<file path="src/rtl/smg_scan_ctrl.sv">
// smg_scan_ctrl: seven-segment scan controller with blanking and double-buffered BCD frames
// Ports: clk_50MHz system clock; rst async active-low reset;
//   upd_valid/upd_ready/upd_bcd/upd_dp/upd_neg frame handshake into the shadow buffer;
//   seg active-low {dp,g,f,e,d,c,b,a}; sel active-low digit enables; frame_done boundary pulse.
module smg_scan_ctrl #(
  parameter int DIGITS    = 4,
  parameter int TICK_DIV  = 25000,
  parameter int BLANK_CYC = 50
) (
  input  logic                  clk_50MHz,
  input  logic                  rst,
  input  logic                  upd_valid,
  output logic                  upd_ready,
  input  logic [4*DIGITS-1:0]   upd_bcd,
  input  logic [DIGITS-1:0]     upd_dp,
  input  logic                  upd_neg,
  output logic [7:0]            seg,
  output logic [DIGITS-1:0]     sel,
  output logic                  frame_done
);
  localparam int SW = $clog2(TICK_DIV);
  localparam int DW = $clog2(DIGITS);
  localparam logic [7:0] GLYPH [16] = '{8'hC0, 8'hF9, 8'hA4, 8'hB0, 8'h99, 8'h92, 8'h82, 8'hF8,
                                        8'h80, 8'h90, 8'hFF, 8'hFF, 8'hFF, 8'hFF, 8'hFF, 8'hFF};
  typedef enum logic {BLANK, DRIVE} state_t;
  state_t              state_q, state_d;
  logic [SW-1:0]       slot_cnt_q, slot_cnt_d;
  logic [DW-1:0]       digit_q, digit_d;
  logic [4*DIGITS-1:0] sh_bcd_q, sh_bcd_d, act_bcd_q, act_bcd_d;
  logic [DIGITS-1:0]   sh_dp_q, sh_dp_d, act_dp_q, act_dp_d;
  logic                sh_neg_q, sh_neg_d, act_neg_q, act_neg_d;
  logic                full_q, full_d;
  logic [7:0]          seg_q, seg_d;
  logic [DIGITS-1:0]   sel_q, sel_d;
  logic                frame_done_q, frame_done_d;
  logic                slot_wrap, boundary, accept, sup;
  logic [3:0]          nib;
  logic [7:0]          glyph;
  int                  di;
  assign di        = int'(digit_q);
  assign upd_ready = !full_q;
  assign seg        = seg_q;
  assign sel        = sel_q;
  assign frame_done = frame_done_q;
  always_ff @(posedge clk_50MHz or negedge rst) begin
    if (!rst) begin
      state_q      <= BLANK;
      slot_cnt_q   <= '0;
      digit_q      <= '0;
      sh_bcd_q     <= '0;
      sh_dp_q      <= '0;
      sh_neg_q     <= 1'b0;
      full_q       <= 1'b0;
      act_bcd_q    <= '0;
      act_dp_q     <= '0;
      act_neg_q    <= 1'b0;
      seg_q        <= 8'hFF;
      sel_q        <= '1;
      frame_done_q <= 1'b0;
    end else begin
      state_q      <= state_d;
      slot_cnt_q   <= slot_cnt_d;
      digit_q      <= digit_d;
      sh_bcd_q     <= sh_bcd_d;
      sh_dp_q      <= sh_dp_d;
      sh_neg_q     <= sh_neg_d;
      full_q       <= full_d;
      act_bcd_q    <= act_bcd_d;
      act_dp_q     <= act_dp_d;
      act_neg_q    <= act_neg_d;
      seg_q        <= seg_d;
      sel_q        <= sel_d;
      frame_done_q <= frame_done_d;
    end
  end
  always_comb begin
    slot_wrap    = slot_cnt_q == SW'(TICK_DIV-1);
    boundary     = slot_wrap && digit_q == DW'(DIGITS-1);
    accept       = upd_valid && !full_q;
    slot_cnt_d   = slot_wrap ? '0 : slot_cnt_q + SW'(1);
    digit_d      = !slot_wrap ? digit_q : (digit_q == DW'(DIGITS-1)) ? '0 : digit_q + DW'(1);
    sh_bcd_d     = accept ? upd_bcd : sh_bcd_q;
    sh_dp_d      = accept ? upd_dp : sh_dp_q;
    sh_neg_d     = accept ? upd_neg : sh_neg_q;
    // accept and boundary can coincide only with an empty shadow, so no bypass to active
    full_d       = accept || (full_q && !boundary);
    act_bcd_d    = (boundary && full_q) ? sh_bcd_q : act_bcd_q;
    act_dp_d     = (boundary && full_q) ? sh_dp_q : act_dp_q;
    act_neg_d    = (boundary && full_q) ? sh_neg_q : act_neg_q;
    frame_done_d = boundary;
  end
  always_comb begin
    state_d = (state_q == BLANK && slot_cnt_q == SW'(BLANK_CYC-1)) ? DRIVE :
              (state_q == DRIVE && slot_wrap) ? BLANK : state_q;
  end
  always_comb begin
    nib = act_bcd_q[4*di +: 4];
    // a digit is suppressed when it and every higher digit is a plain zero or the sign slot
    sup = di != 0;
    for (int j = 1; j < DIGITS; j++)
      if (j >= di && !((act_bcd_q[4*j +: 4] == 4'd0 && !act_dp_q[j]) || (j == DIGITS-1 && act_neg_q)))
        sup = 1'b0;
    glyph = (di == DIGITS-1 && act_neg_q) ? 8'hBF : sup ? 8'hFF : GLYPH[nib];
    seg_d = (state_q == DRIVE) ? {glyph[7] & ~act_dp_q[di], glyph[6:0]} : 8'hFF;
    sel_d = (state_q == DRIVE) ? ~(DIGITS'(1) << digit_q) : '1;
  end
endmodule
</file>
<file path="config.mk">
export PLATFORM = sky130hd
export DESIGN_NAME = smg_scan_ctrl
export DESIGN_NICKNAME = d
export VERILOG_FILES = /design/src/rtl/smg_scan_ctrl.sv
export SDC_FILE = /design/constraint.sdc
export NUM_CORES = 1
export LEC_CHECK = 0
export CORE_UTILIZATION = 55
export DETAILED_ROUTE_END_ITERATION = 8
export GPL_TIMING_DRIVEN = 0
export PLACE_DENSITY = 0.86
export SYNTH_ARGS = -nofsm -noshare
export SYNTH_HDL_FRONTEND = slang
export SYNTH_SLANG_ARGS = --single-unit
</file>
<file path="constraint.sdc">
create_clock -name clk_50MHz -period 2.75 [get_ports clk_50MHz]
set_clock_uncertainty 0.05 [all_clocks]
set_input_delay 0.825 -clock clk_50MHz [delete_from_list [all_inputs] [get_ports clk_50MHz]]
set_output_delay 0.825 -clock clk_50MHz [all_outputs]
set_load 0.01 [all_outputs]
</file>
Word level (Yosys, flattened, before mapping)
Memories as Yosys holds them, arrays and structs flattened.
Index checks and enable logic that the tools add are counted.
{ "op_classes": {"n_addsub": 2, "n_lt_le_gt_ge": 5, "eq_ne": 4, "shifts": 2, "n_mux": 15, "bitwise_logic": 5, "reduce_logical": 28} }
{ "op_table": {"columns": ["operator", "n"], "rows": [
  ["$mux 8", 5],
  ["$reduce_bool 32->1", 1],
  ["$shiftx 16x5->4", 1],
  ["$add 15x1->15 const B", 1],
  ["$eq 15x15->1 const B", 1],
  ["$eq 15x6->1 const B", 1],
  ["$mux 15", 1],
  ["$logic_and 1x1->1", 13],
  ["$logic_not 4->1", 3],
  ["$logic_not 1->1", 8],
  ["$mux 1", 6],
  ["$ge 5x5->1 const B", 1],
  ["$not 4->5", 1],
  ["$ge 2x2->1 const A", 2],
  ["$mux 4", 1],
  ["$not 4->4", 1],
  ["$shl 1x2->4 const A", 1],
  ["$lt 2x3->1 const B", 1],
  ["$add 2x1->2 const B", 1],
  ["$bmux 1 s2", 1],
  ["$eq 2x1->1 const B", 1],
  ["$eq 2x2->1 const B", 1],
  ["$ge 1x2->1 const A", 1],
  ["$logic_or 1x1->1", 2],
  ["4 further kinds", 5]
]} }
{ "totals": {"register_bits": 74, "rom_bits": 128, "in_bits": 24, "output_inout_bits": 14, "elab_cells": 75, "n_memories": 1} }
{ "mem_list": {"columns": ["name", "depth", "width", "rd", "rd_ports_with_merged_regs", "wr", "line_no", "source"], "rows": [
  ["(name not given)", 16, 8, 1, 0, 0, "103", "glyph = (di == DIGITS-1 && act_neg_q) ? 8'hBF : sup ? 8'hFF : GLYPH[nib];"]
]} }

Longest topological paths before layout
{ "depth": {"depth_word": 11, "depth_mapped": 7, "depth_no_buf": 6} }

Worst setup path after synthesis
OpenSTA, ideal clock, no wires.
{ "synth_timing": {"kind": "register to register", "start": "register slot_cnt_q[9]", "end": "register act_bcd_q[0]", "setup_ns": 0.127, "arrival_ns": 2.043, "required_time_ns": 2.573, "path_slack_ns": 0.529, "stages_incl_launch_ff": 7, "n_path_buf": 2, "synth_period_minus_slack_ns": 2.221, "path_cell_list": "dfrtp_1 or4_4 nor4_4 and3_1 buf_4 buf_6 mux2_1"} }
{ "synth_via": {"elab_chain_cells": 3} }
{ "synth_lines": {"columns": ["element", "line_no", "source"], "rows": [
  ["start, declared", "27", "logic [SW-1:0] slot_cnt_q, slot_cnt_d;"],
  ["start signal, assigned", "62", "slot_cnt_q <= slot_cnt_d;"],
  ["$eq 15x15->1", "77", "slot_wrap = slot_cnt_q == SW'(TICK_DIV-1);"],
  ["$logic_and 1x1->1", "78", "boundary = slot_wrap && digit_q == DW'(DIGITS-1);"],
  ["$logic_and 1x1->1", "87", "act_bcd_d = (boundary && full_q) ? sh_bcd_q : act_bcd_q;"],
  ["end signal, assigned", "68", "act_bcd_q <= act_bcd_d;"],
  ["end, declared", "29", "logic [4*DIGITS-1:0] sh_bcd_q, sh_bcd_d, act_bcd_q, act_bcd_d;"]
]} }
No other way between the ends.
A chain may end at the register's enable or synchronous reset.

Worst setup path in the final report
{ "layout_timing": {"start": "register slot_cnt_q[9]", "end": "register act_dp_q[1]"} }
{ "layout_via": {"elab_chain_cells": 3} }
{ "layout_lines": {"columns": ["element", "line_no", "source"], "rows": [
  ["$eq 15x15->1", "77", null],
  ["$logic_and 1x1->1", "78", null],
  ["$logic_and 1x1->1", "88", "act_dp_d = (boundary && full_q) ? sh_dp_q : act_dp_q;"],
  ["end signal, assigned", "69", "act_dp_q <= act_dp_d;"],
  ["end, declared", "30", "logic [DIGITS-1:0] sh_dp_q, sh_dp_d, act_dp_q, act_dp_d;"]
]} }
No other way between the ends.

==> out/results.txt <==
status: completed
Core ar.: 0.005921 sq mm
die area: 0.006434 sq mm
crit path launch type: flip-flop
fin crit period: 2.422 ns
H-tree depth: 3
Cell variety after synth: 44
WP data arrival: 2.60 ns
root buffer cell: clkbuf_8
Final Cycle Share: 0.8808
ANT cells: 0
GRT Total Usage: 0.2129
TritonCTS clock tree: built
Final nets: 347
Lkg Pwr: 1.793 nW
die span in x: 80.21 microns
Setup crit end kind: flip-flop
Die Span Y: 80.21 microns
WP data required: 2.93 ns
row cnt: 28
Synth top area share: 0.4611
CTS sink count: 74
final setup violation count: 0
Mean Syn Cell Area: 12.79 sq um
PortBufs: 37
Placement Cell Area: 0.003826 sq mm
number of global-route vias before repair: 2107
pwr dens: 505.6 mW/mm^2
via count: 2145
VDD IR-drop max: 0.3836 mV
worst hold path type: reg2reg
Worst-Margin Slew: 0.8900 ns
Critical Path Sink: act_dp_q[1]
FF-to-FF setup slack: 0.33 ns
synth warn: 0
Final Cell Area: 0.004019 sq mm
synth top area cells: dfrtp_1 (46%), dfstp_2 (9.4%), mux2_2 (7.7%)
first-pass detailed-route iteration total: 4
top cell type by total area after synthesis: dfrtp_1
Final Hold Vio Count: 0
mean routed wirelength per cell: 14.82 microns
initial antenna violation count: 0
hpwl dp: 4141 microns
DRT iter0 DRCs: 104
sequential area share after synthesis: 0.5549
final RePlAce weighted congestion: 0.8278
r2r endpoint: act_dp_q[1]
Post-CTS Resized: 0
worst skew pair latency: 0.35 ns
reg2reg start: slot_cnt_q[9]
RSZ-0062 raised after global routing: false
first-pass GRT wire length: 10060 microns
CTS clk-pin slew, worst paths: 0.07 ns
synthesized area: 0.003364 sq mm
Initial Util: 0.5683
Post-CTS Setup Inserts: 0
Max Transition Viols Final: 0
WL final: 5794 microns
synthesized net count: 299
Clock Path Buffers: 2
# hold bufs at CTS: 0
Reg2Reg Depth: 6
# Max-Cap Violations: 0
total CTS buffers: 9
Synth Register Bits: 74
Syn Inst Count: 263
vias per cell: 5.486
largest net degree at the start of global routing: 75
# IOs: 38
P&R area growth vs syn: 19.45%
critical setup path kind: reg2reg
share of post-route cells with drive strength above 1: 0.2057
Worst Setup SP: slot_cnt_q[9]
antenna-violating nets left: 0
Fmax: 412.9 MHz
DRC: 0
max_slew headroom: 0.4066
hold_ws: 0.4439 ns
Overflow after GRT: 0
critical path peak fanout: 10
[synthesized netlist by cell type]
library cell  instances
dfrtp_1              62
mux2_2               23
mux2_1               19
nor2_1               19
nand2_1              14
dfstp_2              12
ha_1                 12
nand3_1              10
inv_1                 9
clkbuf_1              8
xor2_1                8
o21ai_0               7
mux4_2                5
nand4_1               5
or4_1                 4
xnor2_1               4
and3_1                3
mux2i_1               3
nor2b_1               3
a211oi_1              2
a21oi_1               2
buf_6                 2
nor3_1                2
nor4_1                2
o21bai_1              2
o31ai_1               2
or2_2                 2
a22o_1                1
a31oi_1               1
and2_1                1
and4_1                1
buf_1                 1
buf_2                 1
buf_4                 1
nand2b_1              1
nand3b_1              1
nor3b_1               1
nor4_4                1
nor4b_1               1
o2111ai_1             1
o211ai_1              1
o41ai_1               1
or3b_2                1
or4_4                 1
[cells in the final DEF, fill, tap and decap left out, drive strengths merged, types with 2 or more instances in the layout]
| cell type | instances |
|---|---|
| a211oi | 2 |
| a21oi | 2 |
| and3 | 3 |
| buf | 6 |
| clkbuf | 22 |
| clkdlybuf4s50 | 36 |
| clkinv | 2 |
| dfrtp | 62 |
| dfstp | 12 |
| ha | 12 |
| inv | 9 |
| mux2 | 42 |
| mux2i | 3 |
| mux4 | 5 |
| nand2 | 14 |
| nand3 | 10 |
| nand4 | 5 |
| nor2 | 19 |
| nor2b | 3 |
| nor3 | 2 |
| nor4 | 3 |
| o21ai | 7 |
| o21bai | 2 |
| o31ai | 2 |
| or2 | 2 |
| or4 | 5 |
| xnor2 | 4 |
| xor2 | 8 |
[worst min-delay path by stage]
stage                       from            to  cells past startpoint
floorplan           act_bcd_q[0]  act_bcd_q[0]                      1
finish               sh_bcd_q[5]  act_bcd_q[5]                      1
global placement     sh_bcd_q[6]  act_bcd_q[6]                      1
detailed placement    sh_dp_q[0]   act_dp_q[0]                      1
global route         sh_bcd_q[5]  act_bcd_q[5]                      1
CTS                  sh_bcd_q[5]  act_bcd_q[5]                      1
[metrics by stage]
stage / cells / utilization / worst slack [ns] / power, W / TNS (ns)
floorplan: 263 / - / 0.5293 / 0.001188 / 0
global placement: 375 / 0.6467 / -1.551 / 0.001248 / -104.91
detailed placement: 375 / 0.6462 / 0.1232 / 0.001253 / 0
CTS: 391 / 0.6788 / 0.3283 / 0.002053 / 0
global route: 391 / 0.6788 / 0.2317 / 0.002117 / 0
finish: 391 / 0.6788 / 0.3279 / 0.002032 / 0
[power breakdown]
group	leakage [nW]	switching, W	internal, W	total, W
logic	0.750	0.0000321	0.0000538	0.0000859
registers	0.940	0.0000204	0.00112	0.00115
clock network	0.102	0.000377	0.000424	0.000801
[cell families after synthesis]
logic type,share of synthesized area
flip-flops,0.5549
AO/OA/AOI/OAI,0.03867
XOR/XNOR,0.03124
multiplexers,0.1830
buffers and inverters,0.03049
adder cells (fa/ha/maj),0.04463
AND/OR/NAND/NOR,0.1172
[worst max-delay path, stage by stage (launching register included)]
cell and delay [ns]:
dfrtp_1 0.42, or4_4 0.58, nor4_4 0.43, and3_1 0.20
buf_4 0.13, buf_6 0.16, mux2_1 0.34
[registers in the layout, summed over array words and instances (netlist names)]
signal,count
state_q,1
frame_done,1
act_dp_q,4
seg,8
sel,4
sh_neg_q,1
full_q,1
slot_cnt_q,15
act_neg_q,1
act_bcd_q,16
sh_bcd_q,16
digit_q,2
sh_dp_q,4
[cell type report]
class,instances,area (sq um)
clock buffers,14,182.7
clock inverters,2,10.01
plain buffers,13,68.82
inverters,9,33.78
multi-input cells,167,1395
fillers,424,1902
flip-flops and latches,74,1867
well taps,75,93.84
repair buffers,37,367.9
[per-layer routing]
| layer | wire length, microns | global-route usage |
|---|---|---|
| met3 | 183 | 0.05568 |
| met4 | 95 | 0.09643 |
| met2 | 2855 | 0.3274 |
| met5 | 0 | 0 |
| met1 | 2659 | 0.2830 |
Note: power is estimated with default switching activity, not from simulation.
